[config.mk]
export PLATFORM = sky130hd
export DESIGN_NAME = shift_deser
export DESIGN_NICKNAME = d
export VERILOG_FILES = /design/src/rtl/shift_deser_pkg.sv /design/src/rtl/deser_shift_core.sv /design/src/rtl/shift_deser.sv
export SDC_FILE = /design/constraint.sdc
export NUM_CORES = 1
export LEC_CHECK = 0
export ABC_AREA = 1
export CORE_MARGIN = 2
export CORE_UTILIZATION = 39
export CTS_CLUSTER_SIZE = 24
export DETAILED_ROUTE_END_ITERATION = 8
export PLACE_DENSITY_LB_ADDON = 0.05
export SETUP_SLACK_MARGIN = 0.3
export SLEW_MARGIN = 15
export SYNTH_ARGS = -nofsm -noshare
export SYNTH_HDL_FRONTEND = slang
export SYNTH_SLANG_ARGS = --single-unit
export TNS_END_PERCENT = 10
[constraint.sdc]
create_clock -name clk -period 1.7 [get_ports clk]
set_input_delay 0.17 -clock clk [delete_from_list [all_inputs] [get_ports clk]]
set_output_delay 0.17 -clock clk [all_outputs]
set_load 0.01 [all_outputs]
[src/rtl/shift_deser_pkg.sv]
// +--------------------------------------------------------------------------
// | shift_deser_pkg : shared FSM encoding and default word width
// | Rev 1.0
// +--------------------------------------------------------------------------
`default_nettype none

package shift_deser_pkg;

  localparam int c_width_default = 4;

  typedef enum logic {
    IDLE = 1'b0,
    RECV = 1'b1
  } state_t;

endpackage

`default_nettype wire

[src/rtl/deser_shift_core.sv]
// +--------------------------------------------------------------------------
// | deser_shift_core : order-aware shift register and bit counter
// | Rev 1.0
// +--------------------------------------------------------------------------
`default_nettype none

module deser_shift_core
  import shift_deser_pkg::*;
#(
  parameter int WIDTH = c_width_default
) (
  input  logic                         clk,
  input  logic                         rst,
  input  logic                         shift_en,
  input  logic                         restart,
  input  logic                         order,
  input  logic                         bit_in,
  output logic [WIDTH-1:0]             word,
  output logic [$clog2(WIDTH+1)-1:0]   count
);

  localparam int                 c_cnt_w = $clog2(WIDTH + 1);
  localparam logic [c_cnt_w-1:0] c_last  = c_cnt_w'(WIDTH - 1);

  logic [WIDTH-1:0]   r_sr;
  logic [c_cnt_w-1:0] r_count;
  logic               r_order;

  logic [WIDTH-1:0]   w_base;
  logic [WIDTH-1:0]   w_shifted;
  logic               w_ord;
  logic               w_last;

  // A restart builds on an empty register with the freshly sampled order.
  assign w_base    = restart ? '0 : r_sr;
  assign w_ord     = restart ? order : r_order;
  assign w_shifted = w_ord ? {bit_in, w_base[WIDTH-1:1]}
                           : {w_base[WIDTH-2:0], bit_in};
  assign w_last    = shift_en && !restart && (r_count == c_last);

  always_ff @(posedge clk or posedge rst) begin
    if (rst) begin
      r_sr    <= '0;
      r_count <= '0;
      r_order <= 1'b0;
    end else if (restart) begin
      r_sr    <= w_shifted;
      r_count <= c_cnt_w'(1);
      r_order <= order;
    end else if (shift_en) begin
      if (w_last) begin
        r_sr    <= '0;
        r_count <= '0;
      end else begin
        r_sr    <= w_shifted;
        r_count <= r_count + c_cnt_w'(1);
      end
    end
  end

  // Word as it stands including the bit presented this cycle, so the
  // parent can capture a completed word on the very edge of its last bit.
  assign word  = w_shifted;
  assign count = r_count;

endmodule

`default_nettype wire

[src/rtl/shift_deser.sv]
// +--------------------------------------------------------------------------
// | shift_deser : framed serial-to-parallel deserializer with sticky errors
// | Rev 1.0
// +--------------------------------------------------------------------------
`default_nettype none

module shift_deser
  import shift_deser_pkg::*;
#(
  parameter int WIDTH = c_width_default
) (
  input  logic             clk,
  input  logic             rst,
  input  logic             sin,
  input  logic             sval,
  input  logic             sof,
  input  logic             lsb_first,
  output logic [WIDTH-1:0] dout,
  output logic             dout_valid,
  input  logic             dout_ready,
  input  logic             clr_err,
  output logic             overrun,
  output logic             frame_err
);

  localparam int                 c_cnt_w = $clog2(WIDTH + 1);
  localparam logic [c_cnt_w-1:0] c_last  = c_cnt_w'(WIDTH - 1);

  state_t             r_state;
  logic [WIDTH-1:0]   r_dout;
  logic               r_dout_valid;
  logic               r_overrun;
  logic               r_frame_err;

  logic [WIDTH-1:0]   w_word;
  logic [c_cnt_w-1:0] w_count;
  logic               w_restart;
  logic               w_shift;
  logic               w_done;
  logic               w_can_load;
  logic               w_fe_set;
  logic               w_ov_set;

  assign w_restart  = sval && sof;
  assign w_shift    = sval && !sof && (r_state == RECV);
  assign w_done     = w_shift && (w_count == c_last);
  assign w_can_load = !r_dout_valid || dout_ready;
  assign w_fe_set   = w_restart && (r_state == RECV);
  assign w_ov_set   = w_done && !w_can_load;

  deser_shift_core #(
    .WIDTH    (WIDTH)
  ) u_core (
    .clk      (clk),
    .rst      (rst),
    .shift_en (w_shift),
    .restart  (w_restart),
    .order    (lsb_first),
    .bit_in   (sin),
    .word     (w_word),
    .count    (w_count)
  );

  always_ff @(posedge clk or posedge rst) begin
    if (rst) begin
      r_state      <= IDLE;
      r_dout       <= '0;
      r_dout_valid <= 1'b0;
      r_overrun    <= 1'b0;
      r_frame_err  <= 1'b0;
    end else begin
      if (w_restart)
        r_state <= RECV;
      else if (w_done)
        r_state <= IDLE;

      if (w_done && w_can_load) begin
        r_dout       <= w_word;
        r_dout_valid <= 1'b1;
      end else if (r_dout_valid && dout_ready) begin
        r_dout_valid <= 1'b0;
      end

      // Set events win over a simultaneous clear.
      if (w_ov_set)
        r_overrun <= 1'b1;
      else if (clr_err)
        r_overrun <= 1'b0;

      if (w_fe_set)
        r_frame_err <= 1'b1;
      else if (clr_err)
        r_frame_err <= 1'b0;
    end
  end

  assign dout       = r_dout;
  assign dout_valid = r_dout_valid;
  assign overrun    = r_overrun;
  assign frame_err  = r_frame_err;

endmodule

`default_nettype wire
==> reports/qor.csv, run 1 <==
stage;metric;value;unit
critical_path;arrival;1.18;ns
power;internal-power;0.0007639;W
routing;firstDrtPassIters;4;
global_routing;grt.overflow.total;0;
cts;cts-root-buf;clkbuf_4;
floorplan;die-area;0.002274;mm²
placed_design;placed_area;923.4;µm²
cells_and_area;drive_above_1_share;9.009;%
cts;cts_sinks;16;
cells_and_area;nets;121;
job;drv_cap;0;
logic_synthesis;synth_edf_count;0;
cts;cts_hold_buf;0;
cells_and_area;multi_input_area;305.3;µm²
cts;clkTransAtPathRegs;0.10;ns
routing;vias;631;
critical_path;crit_chain;clkdlybuf4s50_1;
floorplan;io_pins;15;
critical_path;cp.required;1.53;ns
logic_synthesis;syn_avg_cell_area;8.092;µm²
power;seq_power_share;46.7;%
logic_synthesis;yosysTopAreaCell;dfrtp_1;
global_routing;track_usage;15.94;%
critical_path;crit_path_end_kind;output port;
routing;drc;0;
timing;hold_viol_final;0;
cts;post-cts-setup-buffers;0;
floorplan;core;0.001764;mm²
cts;h-tree-depth;1;
cells_and_area;area.sequential;400.4;µm²
timing;slew_headroom;60.72;%
timing;finalClockSkew;0.002939;ns
global_routing;grt_pass1_wl;2477;µm
logic_synthesis;synthCells;92;
hold_path;hp-class;in2async;
logic_synthesis;ys.flop_type;dfrtp_1;
timing;tightest_slew;0.5885;ns
cts;cts_tree;done;
floorplan;std_cell_rows;15;
logic_synthesis;synth_top_area_share;53.78;%
critical_path;critPathKind;reg2out;
power;switching_share;30.93;%
placed_design;place_congestion;0.8619;
critical_path;critPathMaxFanout;2;
cells_and_area;syn2layout_area_growth;29.24;%
critical_path;path_delay_family;buffers and inverters;
cells_and_area;antenna_cells;0;
critical_path;cpMaxStageDelayCell;clkdlybuf4s50_1;
power;peakVddDrop;0.0006003;V
power;p_leak;0.4970;nW
logic_synthesis;ys_ff_latch;16;
timing;setup_viol;0;
cells_and_area;fill_cells;184;
global_routing;grt_start_max_net_pins;17;
power;powerDensity;1149;mW/mm²
routing;finalWirelength;1476;µm
routing;vias_per_cell;4.640;
routing;antenna_left;0;
logic_synthesis;synth.most_common_cell;nand2_1;
power;power_switching;0.0003421;W
routing;drtIter0Drc;27;
power;p_comb_share;30.2;%
timing;fin_crit;1.350;ns
timing;fin_tns_setup;0;ns
logic_synthesis;synth_commonest_cells;38 x nand2_1, 16 x dfrtp_1, 11 x inv_1, 11 x nand3_1;
floorplan;start_util;42.20;%
global_routing;grt_pass1_vias;567;
routing;drt-wirelength-per-cell;10.85;µm
logic_synthesis;synth_nets;101;
outcome;status;finished clean;
placed_design;dp_hpwl;1070;µm
logic_synthesis;yosys_warnings;0;
timing;rsz0062_at_grt;yes;
logic_synthesis;yosysSeqAreaShare;53.78;%
timing;finalCritPeriodShare;79.41;%
floorplan;die_x;47.69;µm
critical_path;startpoint_type;register;
timing;max_freq;740.7;MHz
logic_synthesis;synth_area;744.5;µm²
critical_path;critPathBufInv;1;
logic_synthesis;async_reset_ff_share;100.0;%
cts;clockBufferDepth;2;
timing;final_max_slew_viol_count;0;
cts;clk_latency;0.29;ns
logic_synthesis;synth_cell_types;14;
global_routing;antenna_found_initial;0;
placed_design;port_buffers;14;
logic_synthesis;synth_area_leaders;dfrtp_1 54%, nand2_1 19%, nand3_1 7.4%;
floorplan;die_y;47.69;µm
critical_path;cp_slowest_stage_delay;0.53;ns
cts;cts_buffers;3;
cells_and_area;final_area;962.2;µm²
power;clkPwrFrac;23.1;%
[final cells by class]
| class | count | share of cell area, % |
|---|---|---|
| tap | 25 | 3.251 |
| sequential | 16 | 41.61 |
| clock buffer | 4 | 3.771 |
| timing repair buffer | 15 | 15.34 |
| inverter | 11 | 4.291 |
| multi-input combinational | 65 | 31.73 |
[per-layer routing]
layer	track usage (%)	vias up	share of wire, %
met4	8.108	0	2.3
met3	3.396	5	4.4
met5	0	-	0
met1	23.99	280	52
met2	21.33	15	42
li1	-	331	-
[registers in the layout, summed over array words and instances, names as in the netlist]
register and cells:
r_state 1, frame_err 1, u_core.r_sr 4, dout 4
u_core.r_order 1, dout_valid 1, u_core.count 3, overrun 1
[cells in the final DEF (no fill, tap or decap), drive strengths merged]
cell type and instances:
o22ai 1, nor2 5, nand3 12, a21oi 1
o21ai 5, clkdlybuf4s50 14, or2 1, clkbuf 4
nand2 39, buf 1, dfrtp 16, inv 11
ha 1
[through the flow]
stage                     setup WS (ns)  hold slack (ns)   power, W  utilization (%)  std cells
after detailed placement         0.1866           0.4666  0.0008553            52.34        132
after floorplan                  0.5291          0.08374  0.0006976                -         92
after global routing             0.2937           0.3040   0.001184            54.54        136
after CTS                        0.3339           0.2611   0.001119            54.40        136
final                            0.3500           0.2343   0.001106            54.54        136
after global placement           0.2162           0.4566  0.0008519            52.34        132
[cells by family after synthesis]
family	after synthesis	share of synthesized area (%)
buffers and inverters	11	5.546
and+or+nand+nor	57	34.12
AOI/OAI and AO/OA	7	4.873
adders and majority gates	1	1.680
DFF	16	53.78
[worst paths after layout]
kind	from	to	slack, ns	cells after the start
max in group asynchronous	rst	r_state$_DFFE_PP0P_	1.08	2
min in group clk	clr_err	overrun$_DFFE_PP0P_	0.47	2
worst max-delay path	overrun$_DFFE_PP0P_	overrun	0.35	1
worst min register to register	dout[0]$_DFFE_PP0P_	dout[0]$_DFFE_PP0P_	0.49	2
worst max register to register	u_core.count[0]$_DFFE_PP0P_	u_core.r_sr[0]$_DFFE_PP0P_	0.44	6
worst min-delay path	rst	overrun$_DFFE_PP0P_	0.23	2
[power groups by stage]
| stage | clock, W | combinational (W) | sequential [W] |
|---|---|---|---|
| after floorplan | 0 | 0.000155 | 0.000543 |
| after global placement | 0 | 0.000328 | 0.000524 |
| after detailed placement | 0 | 0.000332 | 0.000523 |
| after CTS | 0.000268 | 0.000334 | 0.000517 |
| after global routing | 0.000281 | 0.000377 | 0.000526 |
| final | 0.000255 | 0.000334 | 0.000517 |
[what timing repair did]
item | in CTS | in global routing
setup endpoints to repair | 0 | 12
hold endpoints to repair | 0 | 0
resized for setup | 0 | 1
Power figures use the tool's default switching activity.
==> run 2, diff against run 1 <==
==> constraint.sdc (replaced) <==
create_clock -name clk -period 1.25 [get_ports clk]
set_input_delay 0.125 -clock clk [delete_from_list [all_inputs] [get_ports clk]]
set_output_delay 0.125 -clock clk [all_outputs]
set_load 0.01 [all_outputs]
==> reports/qor.csv, run 2 (synthesis gave the netlist of run 1 again) <==
stage;metric;value;unit;change
hold_path;hp-class;in2async;;
cts;h-tree-depth;1;;unchanged
cells_and_area;final_area;0.001042;mm²;+8.3%
timing;final_max_slew_viol_count;0;;unchanged
cells_and_area;antenna_cells;0;;unchanged
routing;topRoutingLayerUsed;met4;;
floorplan;die_x;47.69;µm;unchanged
routing;drtIter0Drc;4;;-85%
cells_and_area;syn2layout_area_growth;40.00;%;
global_routing;grt_pass1_vias;597;;+5.3%
timing;setup_viol;0;;unchanged
cells_and_area;final_common_cell;nand2_1;;
job;drv_cap;0;;unchanged
cts;cts_buffers;3;;unchanged
critical_path;rr_startpoint;u_core.count[0]$_DFFE_PP0P_;;
routing;wl_met2;712;µm;+16%
global_routing;grt_start_max_net_pins;17;;unchanged
routing;vias;659;;+4.4%
critical_path;crit_top_cell;nand2_1;;
routing;antenna_left;0;;unchanged
critical_path;cp-startpoint;sof;;
floorplan;die-area;0.002274;mm²;unchanged
critical_path;path_delay_family;buffers and inverters;;
critical_path;cp_slowest_stage_delay;0.64;ns;+0.11 ns
cells_and_area;mostFrequentLayoutCells;36 x nand2_1, 16 x dfrtp_1, 11 x nand3_1;;
cts;cts-root-buf;clkbuf_4;;
routing;met3_length;51;µm;-22%
critical_path;cp.required;1.49;ns;-0.04 ns
timing;finalClockSkew;0.002451;ns;-0.0004880 ns
critical_path;critPathKind;in2reg;;
routing;wl_met1;749;µm;-1.8%
timing;fin_ws;0.1043;ns;-0.2457 ns
cells_and_area;final_cell_count_no_fill;144;;+5.9%
placed_design;place_congestion;0.7982;;-7.4%
power;peakVddDrop;0.0007432;V;+24%
timing;rsz0062_at_grt;yes;;
power;p_leak;0.5595;nW;+13%
routing;vias_per_cell;4.576;;-1.4%
floorplan;core;0.001764;mm²;unchanged
cts;clockBufferDepth;2;;unchanged
outcome;status;finished clean;;
cts;clkTransAtPathRegs;0.10;ns;about the same
timing;finalCritPeriodShare;91.65;%;
placed_design;dp_slack;-0.2113;ns;-0.3979 ns
timing;fin_tns_setup;0;ns;unchanged
critical_path;cpMaxStageDelayCell;clkdlybuf4s50_1;;
global_routing;track_usage;17.15;%;+1.2 points
critical_path;critPathMaxFanout;7;;+5
critical_path;crit_chain;clkdlybuf4s50_1, nand2_2, nand2_1, nor2_1, nor2_1, nand2_1, nand2_1;;
timing;tightest_slew;0.2943;ns;-0.2942 ns
placed_design;dp_cells;137;;+3.8%
timing;hold_viol_final;0;;unchanged
cells_and_area;drive_above_1_share;21.85;%;+13 points
floorplan;start_util;42.20;%;unchanged
global_routing;grt.overflow.total;0;;unchanged
placed_design;dp_hpwl;1189;µm;+11%
timing;slew_headroom;80.32;%;+20 points
cts;cts_sinks;16;;unchanged
routing;finalWirelength;1556;µm;+5.4%
placed_design;placed_area;984.7;µm²;+6.6%
global_routing;grt_pass1_wl;2573;µm;+3.9%
floorplan;io_pins;15;;unchanged
placed_design;port_buffers;14;;unchanged
cts;cts_hold_buf;0;;unchanged
routing;drt-wirelength-per-cell;10.81;µm;-0.44%
global_routing;antenna_found_initial;0;;unchanged
floorplan;std_cell_rows;15;;unchanged
timing;max_freq;872.8;MHz;
critical_path;crit_path_end_kind;register;;
power;powerDensity;1472;mW/mm²;+28%
cts;cts_tree;done;;
critical_path;startpoint_type;primary input;;
cts;clk_latency;0.29;ns;about the same
routing;drc;0;;unchanged
critical_path;critPathBufInv;1;;unchanged
cells_and_area;nets;129;;+6.6%
floorplan;die_y;47.69;µm;unchanged
routing;firstDrtPassIters;4;;unchanged
timing;fin_crit;1.146;ns;
critical_path;arrival;1.38;ns;+0.20 ns
-- run 2: changes by cell type in the layout (fill, tap and decap cells not counted), sizes merged --
cell,previous run,this run
clkdlybuf4s50,14,7
dlygate4sd2,0,6
buf,1,10
-- run 2: path summary, 6_finish.rpt --
kind,to,slack (ns),cells after the start
worst max-delay path,u_core.r_sr[2]$_DFFE_PP0P_,0.10,7
worst min-delay path,overrun$_DFFE_PP0P_,0.13,3
worst max register to register,dout[1]$_DFFE_PP0P_,0.11,6
worst min register to register,dout[0]$_DFFE_PP0P_,0.48,2
max in group asynchronous,r_state$_DFFE_PP0P_,0.94,3
min in group clk,frame_err$_DFFE_PP0P_,0.41,2
-- run 2: layer usage --
metal  vias up  global-route usage (%)
met1       299                   21.70
met3         5                   4.528
met2        11                   26.40
met5         -                       0
li1        344                       -
met4         0                   9.730
-- run 2: report_power, final --
part           switching [W]  internal (W)  total [W]
Clock               0.000170      0.000178   0.000348
Sequential         0.0000691      0.000634   0.000703
Combinational       0.000250      0.000233   0.000483
Total               0.000489       0.00104    0.00153
-- run 2: final cells by class --
class / count / area [µm²]
tap: 25 / 31.28
clock buffer: 4 / 36.28
fill: 186 / 721.9
sequential: 16 / 400.4
inverter: 11 / 41.29
multi-input combinational: 65 / 325.3
timing repair buffer: 23 / 207.7
-- run 2: through the flow --
stage               utilization [%]  total power [W]  hold WS, ns
floorplan                         -        0.0009621      0.03874
global placement              55.82         0.001200       0.4523
detailed placement            55.82         0.001212       0.4539
CTS                           57.87         0.001532       0.1374
global route                  59.08         0.001661       0.1492
finish                        59.08         0.001534       0.1302
-- run 2: tightest hold or removal path: stages --
cell             delay (ns)
clkdlybuf4s50_1        0.40
inv_1                  0.05
buf_4                  0.23
-- run 2: timing repair --
action | CTS | global route
gates resized for setup | 14 | 2
setup buffers | 1 | 2
pin swaps | 4 | 4
setup endpoints to repair | 22 | 22
==> run 3, diff against run 2 <==
--- a/config.mk
+++ b/config.mk
@@ -12,7 +12,7 @@
 export DETAILED_ROUTE_END_ITERATION = 8
 export PLACE_DENSITY_LB_ADDON = 0.05
 export SETUP_SLACK_MARGIN = 0.3
-export SLEW_MARGIN = 15
+export SLEW_MARGIN = 20
 export SYNTH_ARGS = -nofsm -noshare
 export SYNTH_HDL_FRONTEND = slang
 export SYNTH_SLANG_ARGS = --single-unit
==> constraint.sdc (replaced) <==
create_clock -name clk -period 0.95 [get_ports clk]
set_input_delay 0.095 -clock clk [delete_from_list [all_inputs] [get_ports clk]]
set_output_delay 0.095 -clock clk [all_outputs]
set_load 0.01 [all_outputs]
==> reports/qor.csv, run 3 (synthesis gave the netlist of run 1 again) <==
stage;metric;value;unit;change
cells_and_area;utilization;59.08;%;unchanged
placed_design;port_buffers;14;;unchanged
floorplan;die_x;47.69;µm;unchanged
critical_path;critPathMaxFanout;4;;-3
cells_and_area;drive_above_1_share;28.57;%;+6.7 points
timing;setup_viol;14;;+14
floorplan;io_pins;15;;unchanged
floorplan;die-area;0.002274;mm²;unchanged
global_routing;track_usage;16.52;%;-0.62 points
cts;clk_latency;0.30;ns;about the same
cells_and_area;antenna_cells;0;;unchanged
critical_path;r2r_setup_slack;-0.21;ns;-0.32 ns
power;p_leak;0.5510;nW;-1.5%
power;peakVddDrop;0.001214;V;+63%
placed_design;place_congestion;0.8040;;+0.73%
outcome;failed_checks;setup timing;;
timing;tightest_slew;0.3088;ns;+0.01442 ns
global_routing;antenna_found_initial;0;;unchanged
power;power_switching;0.0006684;W;+37%
timing;fin_crit;1.156;ns;
power;switching_share;32.73;%;+0.82 points
timing;final_max_slew_viol_count;0;;unchanged
global_routing;grt_pass1_vias;613;;+2.7%
timing;fin_ws;-0.2062;ns;-0.3106 ns
global_routing;grt_pass1_wl;2532;µm;-1.6%
cells_and_area;syn2layout_area_growth;40.00;%;unchanged
power;powerDensity;1959;mW/mm²;+33%
cells_and_area;nets;129;;unchanged
power;clkPwrFrac;22.9;%;+0.2 points
critical_path;cpMaxStageDelayCell;dfrtp_1;;
cts;cts_hold_buf;0;;unchanged
routing;firstDrtPassIters;4;;unchanged
routing;drc;0;;unchanged
routing;drt-wirelength-per-cell;11.17;µm;+3.3%
cells_and_area;final_cell_count_no_fill;144;;unchanged
timing;whs;0.09301;ns;-0.03718 ns
routing;vias;683;;+3.6%
timing;finalClockSkew;0.004619;ns;+0.002167 ns
global_routing;grt.overflow.total;0;;unchanged
cts;cts_tree;done;;
timing;rsz0062_at_grt;yes;;
timing;finalCritPeriodShare;121.7;%;
cts;clockBufferDepth;2;;unchanged
global_routing;grt_start_max_net_pins;17;;unchanged
routing;vias_per_cell;4.743;;+3.6%
cts;clkTransAtPathRegs;0.10;ns;about the same
routing;finalWirelength;1608;µm;+3.3%
timing;slew_headroom;79.41;%;-0.90 points
floorplan;core;0.001764;mm²;unchanged
hold_path;hp-class;in2async;;
timing;max_freq;864.9;MHz;
cts;cts-root-buf;clkbuf_4;;
cts;cts_sinks;16;;unchanged
critical_path;cp.required;1.13;ns;-0.36 ns
floorplan;die_y;47.69;µm;unchanged
critical_path;startpoint_type;register;;
cts;cts_buffers;3;;unchanged
power;internal-power;0.001374;W;+32%
power;p_comb_share;31.4;%;about the same
floorplan;std_cell_rows;15;;unchanged
routing;drtIter0Drc;12;;+8
critical_path;critPathKind;reg2reg;;
power;seq_power_share;45.8;%;about the same
cells_and_area;mostFrequentLayoutCells;36 x nand2_1, 16 x dfrtp_1, 10 x nand3_1;;
placed_design;dp_hpwl;1176;µm;-1.1%
floorplan;start_util;42.20;%;unchanged
job;drv_cap;0;;unchanged
critical_path;cp_slowest_stage_delay;0.37;ns;-0.27 ns
cts;h-tree-depth;1;;unchanged
critical_path;crit_chain;ha_2, inv_2, nor2_4, nand2_2, nand2_1, nand3_1;;
timing;hold_viol_final;0;;unchanged
outcome;status;finished with violations;;
cells_and_area;final_common_cell;nand2_1;;
routing;antenna_left;0;;unchanged
critical_path;arrival;1.34;ns;-0.04 ns
placed_design;dp_cells;139;;+1.5%
cells_and_area;fill_cells;176;;-5.4%
critical_path;crit_path_end_kind;register;;
run 3: cell types whose count changed in the layout (fill, tap and decap cells not counted), sizes merged:
cell / delta
buf: +6
clkdlybuf4s50: -1
dlygate4sd2: -5
run 3: final cells by class:
cell class                 instances  area, µm²  area share (%)
clock buffer                       4      36.28           3.481
inverter                          11      41.29           3.962
multi-input combinational         65      336.6           32.29
sequential                        16      400.4           38.42
tap                               25      31.28           3.001
timing repair buffer              23      196.4           18.85
run 3: power by group through the flow:
stage	clock (W)	sequential (W)	combinational (W)
2_1_floorplan	0	0.000971	0.000295
3_3_place_gp	0	0.000936	0.000657
3_5_place_dp	0	0.000944	0.000668
4_1_cts	0.000482	0.000930	0.000602
5_1_grt	0.000506	0.000952	0.000725
6_report	0.000467	0.000935	0.000640
run 3: worst paths after layout:
check,start,to,cells past startpoint
worst min-delay path,rst,dout[1]$_DFFE_PP0P_,3
worst max-delay path,u_core.count[1]$_DFFE_PP0P_,u_core.count[0]$_DFFE_PP0P_,6
max in group asynchronous,rst,r_state$_DFFE_PP0P_,3
worst max register to register,u_core.count[1]$_DFFE_PP0P_,u_core.count[0]$_DFFE_PP0P_,6
worst min register to register,dout[3]$_DFFE_PP0P_,dout[3]$_DFFE_PP0P_,2
min in group clk,sof,u_core.r_order$_DFF_PP0_,3
run 3: metrics by stage:
step | instance area, µm² | power [W] | TNS [ns] | worst slack (ns)
2_1_floorplan | 755.7 | 0.001266 | -0.9127 | -0.09940
3_3_place_gp | 999.7 | 0.001593 | -5.223 | -0.4395
3_5_place_dp | 999.7 | 0.001611 | -5.535 | -0.5017
4_1_cts | 1011 | 0.002014 | -2.429 | -0.2143
5_1_grt | 1042 | 0.002184 | -3.147 | -0.2735
6_report | 1042 | 0.002042 | -2.142 | -0.2062
run 3: per-layer routing:
metal	track usage, %	vias up	share of wire (%)
li1	-	341	-
met3	3.396	8	6.0
met1	20.75	314	45
met5	0	-	0
met2	26.13	20	46
met4	9.730	0	2.8
run 3: worst max-delay path: cells and delay by family (launching register included):
kind	cells	cell delay, ns
adder cells (fa/ha/maj)	1	0.19
AND/OR/NAND/NOR	4	0.44
buffers and inverters	1	0.05
flip-flops	1	0.37
run 3: timing repair:
item | 4_1_cts | 5_1_grt
setup buffers | 0 | 1
pin swaps | 8 | 5
resized for setup | 35 | 6
setup endpoints to repair | 23 | 23
cloned | 0 | 0
==> RTL change (settings of run 2) <==
`c_width_default`: 4 -> 8.
--- a/src/rtl/shift_deser_pkg.sv
+++ b/src/rtl/shift_deser_pkg.sv
@@ -8,3 +8,3 @@
 
-  localparam int c_width_default = 4;
+  localparam int c_width_default = 8;
 
Ports: changed (resized dout); port bits go from 15 to 19. No check against the original RTL was run, so the function may have changed too.
==> RTL change against run 2 <==
  * Clock skew barely moved
  * Clock power up 11%
  * Sequential cell count rose by 9
  * Total power is 9.9% higher
  * Final area grew 53%
  * Cell count grew 54%
  * Global-route usage fell by 0.72 points
  * Routed wire length increased by 75%
  * Synthesized cell count rose by 62%
  * Area after synthesis is 60% higher
  * Highest routed layer unchanged
  * Sequential share of layout area increased by 0.92 points
  * Setup slack lost 32 ps
  * Utilization shrank 5.7 points
  * Register-to-register slack lost 40 ps
  * Largest power group unchanged
==> RTL change: results (changes against run 2) <==
.. list-table::
   :header-rows: 1

   * - Metric
     - Value
   * - Global placer's final weighted congestion
     - 0.792 (was 0.798)
   * - Clock-pin transition on the worst setup and hold timing paths
     - 150 ps (was 100 ps)
   * - # port buffers
     - 18 (was 14)
   * - Dpl cells
     - 213 (was 137)
   * - Number of global-route vias before repair
     - 973 (was 597)
   * - Routed vias
     - 1082 (was 659)
   * - Wire length of the first global-routing pass
     - 4300 um (was 2570 um)
   * - Worst clock skew on the final layout
     - 2.34 ps (was 2.45 ps)
   * - Synthesized instance count
     - 149 (was 92)
   * - Global Route Usage Sum
     - 16.4% (was 17.1%)
   * - Sequential cell area fraction in the yosys report
     - 52.6% (was 53.8%)
   * - Largest stage delay on the critical path
     - 420 ps (was 640 ps)
   * - Initial DRC Count
     - 52 (was 4)
   * - Cell leakage power
     - 0.000893 uW (was 0.000559 uW)
   * - Mapped Nets
     - 158 (was 101)
   * - Number of nets in the finished design
     - 199 (was 129)
   * - Gate family responsible for the most delay along the worst path
     - simple AND/OR/NAND/NOR gates (was buffers and inverters)
   * - Share of cells above drive strength 1
     - 28.6% (was 21.8%)
   * - Result of the run
     - finished, final reports clean (unchanged)
   * - Area contributors post-synth
     - dfrtp_1 (53%), nand2_1 (20%), nand3_1 (5.0%) (was dfrtp_1 (54%), nand2_1 (19%), nand3_1 (7.4%))
   * - Vias per cell
     - 4.87 (was 4.58)
   * - Pin count of the biggest net entering global routing
     - 26 (was 17)
   * - Total wire length after detailed routing
     - 2730 um (was 1560 um)
   * - Depth of the worst register-to-register path
     - 7 (was 6)
   * - Maximum resistive drop on vdd
     - 0.514 mV (was 0.743 mV)
RTL change: cell count changes after synthesis, moves of 4 or more:
cell | run 2 | this run
nor2_2 | 0 | 4
o21ai_0 | 4 | 9
nor2_1 | 4 | 11
nand2_1 | 38 | 62
dfrtp_1 | 16 | 25
RTL change: worst max-delay path by stage:
stage                          from         endpoint  depth (start not counted)
CTS                 u_core.count[0]   u_core.r_sr[1]                          7
detailed placement             sval  u_core.count[0]                          5
floorplan           u_core.count[0]   u_core.r_sr[0]                          8
finish              u_core.count[0]          dout[4]                          7
global route        u_core.count[0]          dout[4]                          7
global placement                sof  u_core.count[0]                          5
RTL change: cell type report:
class | count | area (um2) | area share (%)
inverter | 13 | 51.3 | 3.23
tap | 33 | 41.3 | 2.60
multi-input combinational | 109 | 561 | 35.2
clock buffer | 3 | 22.5 | 1.42
timing repair buffer | 38 | 282 | 17.7
sequential | 25 | 626 | 39.3
clock inverter | 1 | 7.51 | 0.472
RTL change: repair_timing:
item | 4_1_cts | 5_1_grt
gates resized for setup | 19 | 40
setup buffers | 3 | 2
pin swaps | 0 | 6
endpoints found under the setup margin | 34 | 34
RTL change: kinds of logic (layout without fill, tap and decap cells):
family                   Yosys count  count (layout)  synth area share (%)
adder cells (fa/ha/maj)            1               1                  1.05
buffers and inverters             15              55                  5.47
flip-flops                        25              25                  52.6
AO/OA/AOI/OAI                     13              13                  5.99
AND/OR/NAND/NOR                   95              95                  34.9
RTL change: worst reg2reg max path: cells and delay by family (launching register included):
kind | cells | cell delay [ps]
adders and majority gates | 1 | 170
DFF | 1 | 420
and+or+nand+nor | 6 | 540
RTL change: stage by stage:
stage / total power (uW) / hold slack, ps / area, um2 / util [%]
6_report: 1680 / 137 / 1590 / 53.4
5_1_grt: 1770 / 157 / 1590 / 53.4
4_1_cts: 1670 / 135 / 1550 / 52.2
3_5_place_dp: 1300 / 469 / 1520 / 51.1
3_3_place_gp: 1290 / 465 / 1520 / 51.1
2_1_floorplan: 1120 / 152 / 1200 / -
RTL change: per-layer routing:
layer	vias up	GRT usage, %	wire, um
li1	547	-	-
met1	516	21.1	1260
met4	0	5.84	29
met5	-	0	0
met2	15	28.3	1370
met3	4	1.97	68
RTL change: power groups by stage:
stage          clock [uW]  combinational, uW  sequential (uW)
2_1_floorplan           0                180              941
3_3_place_gp            0                361              933
3_5_place_dp            0                363              935
4_1_cts               397                354              918
5_1_grt               416                422              934
6_report              385                375              925
